### config.mk
export PLATFORM = sky130hd
export DESIGN_NAME = i2c_bus_arbiter
export DESIGN_NICKNAME = d
export VERILOG_FILES = /design/src/rtl/i2c_bus_arbiter.sv
export SDC_FILE = /design/constraint.sdc
export NUM_CORES = 1
export LEC_CHECK = 0
export ABC_AREA = 0
export CAP_MARGIN = 10
export CORE_MARGIN = 2
export CORE_UTILIZATION = 49
export DETAILED_ROUTE_END_ITERATION = 10
export HOLD_SLACK_MARGIN = 0.12
export PLACE_DENSITY = 0.86
export SLEW_MARGIN = 40
export SYNTH_ARGS = -nofsm -noshare
export SYNTH_HDL_FRONTEND = slang
export SYNTH_SLANG_ARGS = --single-unit
### constraint.sdc
create_clock -name clk -period 2.3 [get_ports clk]
set_input_delay 0.23 -clock clk [delete_from_list [all_inputs] [get_ports clk]]
set_output_delay 0.23 -clock clk [all_outputs]
set_load 0.01 [all_outputs]
### src/rtl/i2c_bus_arbiter.sv
// Two-requester round-robin front end for a shared I2C master core.
// Launches one command at a time, supervises it with a timeout, enforces bus-free gap.
module i2c_bus_arbiter #(
   parameter int ADDR_LEN = 7,
   parameter int DATA_LEN = 8,
   parameter int TIMEOUT  = 1000,
   parameter int BUS_FREE = 4
) (
   input  logic                clk,
   input  logic                rst_n,
   input  logic                req0,
   input  logic                req1,
   input  logic                rd_wr0,
   input  logic                rd_wr1,
   input  logic [ADDR_LEN-1:0] addr0,
   input  logic [ADDR_LEN-1:0] addr1,
   input  logic [DATA_LEN-1:0] wdata0,
   input  logic [DATA_LEN-1:0] wdata1,
   output logic                gnt0,
   output logic                gnt1,
   output logic                done0,
   output logic                done1,
   output logic                err,
   output logic [DATA_LEN-1:0] rdata,
   output logic                busy,
   output logic                m_start,
   output logic                m_abort,
   output logic                m_rd_wr,
   output logic [ADDR_LEN-1:0] m_addr,
   output logic [DATA_LEN-1:0] m_wdata,
   input  logic                m_done,
   input  logic                m_nack,
   input  logic [DATA_LEN-1:0] m_rdata
);

   localparam logic [1:0] IDLE  = 2'd0;
   localparam logic [1:0] ISSUE = 2'd1;
   localparam logic [1:0] WAIT  = 2'd2;
   localparam logic [1:0] GAP   = 2'd3;

   localparam logic [15:0] T_LAST = 16'(TIMEOUT - 1);
   localparam logic [15:0] G_LAST = 16'(BUS_FREE - 1);

   logic [1:0]  state;
   logic        owner;
   logic        last_gnt;
   logic [15:0] tcnt;
   logic [15:0] gcnt;
   logic        any_req;
   logic        winner;

   // On a tie the requester that did not win last time goes first
   assign any_req = req0 | req1;
   assign winner  = (req0 & req1) ? ~last_gnt : req1;
   assign busy    = (state != IDLE);

   always_ff @(posedge clk) begin
      if (!rst_n) begin
         state    <= IDLE;
         owner    <= 1'b0;
         last_gnt <= 1'b1;
         tcnt     <= '0;
         gcnt     <= '0;
         gnt0     <= 1'b0;
         gnt1     <= 1'b0;
         done0    <= 1'b0;
         done1    <= 1'b0;
         err      <= 1'b0;
         rdata    <= '0;
         m_start  <= 1'b0;
         m_abort  <= 1'b0;
         m_rd_wr  <= 1'b0;
         m_addr   <= '0;
         m_wdata  <= '0;
      end else begin
         gnt0    <= 1'b0;
         gnt1    <= 1'b0;
         done0   <= 1'b0;
         done1   <= 1'b0;
         m_start <= 1'b0;
         m_abort <= 1'b0;
         case (state)
            IDLE: begin
               if (any_req) begin
                  owner    <= winner;
                  last_gnt <= winner;
                  gnt0     <= ~winner;
                  gnt1     <= winner;
                  m_rd_wr  <= winner ? rd_wr1 : rd_wr0;
                  m_addr   <= winner ? addr1 : addr0;
                  m_wdata  <= winner ? wdata1 : wdata0;
                  state    <= ISSUE;
               end
            end
            ISSUE: begin
               m_start <= 1'b1;
               tcnt    <= '0;
               state   <= WAIT;
            end
            WAIT: begin
               tcnt <= tcnt + 16'd1;
               // A completion on the timeout cycle still counts as a completion
               if (m_done) begin
                  done0 <= ~owner;
                  done1 <= owner;
                  err   <= m_nack;
                  if (m_rd_wr)
                     rdata <= m_rdata;
                  gcnt  <= '0;
                  state <= GAP;
               end else if (tcnt == T_LAST) begin
                  done0   <= ~owner;
                  done1   <= owner;
                  err     <= 1'b1;
                  m_abort <= 1'b1;
                  gcnt    <= '0;
                  state   <= GAP;
               end
            end
            GAP: begin
               if (gcnt == G_LAST)
                  state <= IDLE;
               else
                  gcnt <= gcnt + 16'd1;
            end
            default: state <= IDLE;
         endcase
      end
   end

endmodule

==> qor.yml <==
synth_cells: 346
cts_root_buf: "clkbuf_8"
cp-end-kind: "flip-flop"
finalPower_mw: 3.46
regArea_mm2: 0.00134
crit_path_max_fanout: 11
synth_top_cell_area_share_pct: 43.1
fin_setup_tns_ns: 0
synth_top_cell_by_area: "dfxtp_1"
post-place-cells: 493
hold_path.class: "flip-flop to flip-flop"
hold_start: "owner$_SDFFE_PN0P_"
slowest_delay_ns: 0.45
cts_setup_buffers: 0
p_leak_nw: 1.60
route.antenna.remaining_nets: 0
rsz0062_at_grt: "false"
synth_area_leaders: "dfxtp_1, mux2i_1, nor2_1, a211oi_1, nand2_1"
path_cells: "ha_1 -> or4b_1 -> o41a_1 -> a21bo_4 -> nor4b_1 -> a31o_1"
multi_input_comb_area_mm2: 0.00167
drive_gt1_share_pct: 8.82
grt_max_degree: 34
cp_data_required_time_ns: 2.54
cts_sinks: 67
diodes: 0
core_mm2: 0.00624
die_w_um: 83.7
synth_common_cells: "dfxtp_1, nor2_1, nand2_1"
finClkSkew_ns: 0.00992
cts_tree: "yes"
cp-startpoint: "gcnt[0]$_SDFFE_PN0P_"
drt_wl_total_mm: 7.33
syn_to_final_growth_pct: 34.1
min_period_over_period_pct: 92.6
synth.distinct_cells: 57
synth_area_per_cell_um2: 9.00
setup_slack_ns: 0.170
instances_no_fill: 508
synthFlopType: "dfxtp_1"
nNetsFinal: 479
post-synth-top-count-cell: "dfxtp_1"
htree_levels: 3
viasPerCell: 5.55
wire_per_inst_um: 14.4
p_per_area_mw_per_mm2: 828
drtIter0Drc: 196
start_util_pct: 49.9
finalSetupViolations: 0
antenna_found_initial: 0
cts_hold_buffers: 0
grt_pass1_wl_mm: 12.7
insertion_delay_ns: 0.35
reg2reg_from: "gcnt[0]$_SDFFE_PN0P_"
ios: 78
cap_violations: 0
synth_fp_nets: 398
dp_hpwl_mm: 5.32
syn_area_mm2: 0.00312
cts_max_path_buffers: 2
drv_slew: 0
ys_warn_count: 0
overflow: 0
gp_congestion: 0.847
arrival_ns: 2.37
critPathKind: "flip-flop to flip-flop"
vias: 2818
async_flop_share_pct: 0
ys_ff_latch: 67
ys_seq_area_share_pct: 43.1
nFillCells: 515
timing_worst_slew_pin_value_ns: 0.731
irDropWorstVdd_mv: 0.617
cts_resized: 0
die_height_um: 83.7
synth_edf_count: 0
clk_pin_slew_ns: 0.07
drt-pass1-iter-count: 5
die_area_mm2: 0.00701
hold_ws_ns: 0.466
fmax_ghz: 0.469
maxSlewHeadroom_pct: 51.0
crit_slowest_cell: "or4b_1"
cp-start-kind: "flip-flop"
fp-row-count: 29
place_worst_setup_slack_ns: 0.168
grt_pass1_vias: 2749
portBuffers: 77
drc: 0
outcome: "complete, no violations"
finalHoldViolations: 0
grt_usage_pct: 21.9
cts_buffers: 9
min_period_ns: 2.13
## layout by cell type, fill, tap and decap left out, types with 4 or more instances in the layout
master and instances:
o21ai_0 8, nor3_1 4, and3_1 5, dfxtp_1 67, nand4_1 8, clkdlybuf4s50_1 77, ha_1 6, mux2i_1 25
nand3_1 11, buf_4 12, nor4_1 4, o21a_1 8, xor2_1 11, nand2_1 27, and4_1 4, a21oi_1 5
a211oi_1 18, inv_1 7, and2_1 6, clkbuf_8 9, or3_1 4, a31oi_1 6, nor2_1 50
## metrics by stage
| step | cell area [um^2] | util (%) |
|---|---|---|
| 6_report | 4180 | 67.0 |
| 5_1_grt | 4180 | 67.0 |
| 4_1_cts | 4180 | 67.0 |
| 3_5_place_dp | 4000 | 64.1 |
| 3_3_place_gp | 4000 | 64.1 |
| 2_1_floorplan | 3120 | - |
## where the power goes
group	total, mW	internal (mW)	switching [mW]
combinational	1.11	0.556	0.559
clock	0.932	0.493	0.439
sequential	1.41	1.32	0.0958
## state kept, by name, summed over array words and instances, names as in the netlist, 2 cells and up
register	cells
m_wdata	8
tcnt	16
m_addr	7
state	2
rdata	8
gcnt	16
## critical path, delay by kind of cell, from the launching register on
family | cells | cell delay [ns]
AO/OA/AOI/OAI | 3 | 0.88
AND/OR/NAND/NOR | 2 | 0.53
flip-flops | 1 | 0.38
adder cells (fa/ha/maj) | 1 | 0.24
## routing by layer
| layer | share of wire, % | vias to the layer above | wire [um] | global-route usage, % |
|---|---|---|---|---|
| met3 | 7.9 | 8 | 580 | 7.91 |
| met2 | 48 | 114 | 3540 | 36.0 |
| met5 | 0 | - | 0 | 0 |
| met1 | 42 | 1291 | 3110 | 26.6 |
| li1 | - | 1405 | - | - |
| met4 | 1.4 | 0 | 102 | 7.33 |
## logic make-up after synthesis
kind of cell | share of synthesized area (%)
compound gates | 15.8
mux | 8.39
buf+inv | 3.57
fa+ha+maj | 2.41
flops | 43.1
xor+xnor | 3.65
simple gates | 23.1
## cell type report
cell class / instances / area share (%)
flip-flops and latches: 67 / 32.1
clock buffers: 10 / 3.05
repair buffers: 89 / 20.6
inverters: 8 / 0.719
multi-input cells: 252 / 39.9
clock inverters: 5 / 1.29
well taps: 77 / 2.31
## worst paths after layout
check	endpoint	slack, ns	depth (start not counted)
setup / recovery	gcnt[14]$_SDFFE_PN0P_	0.17	6
hold reg to reg	done0$_SDFF_PP0_	0.47	1
setup reg to reg	gcnt[14]$_SDFFE_PN0P_	0.17	6
hold / removal	done0$_SDFF_PP0_	0.47	1
(Power assumes the default switching activity.)
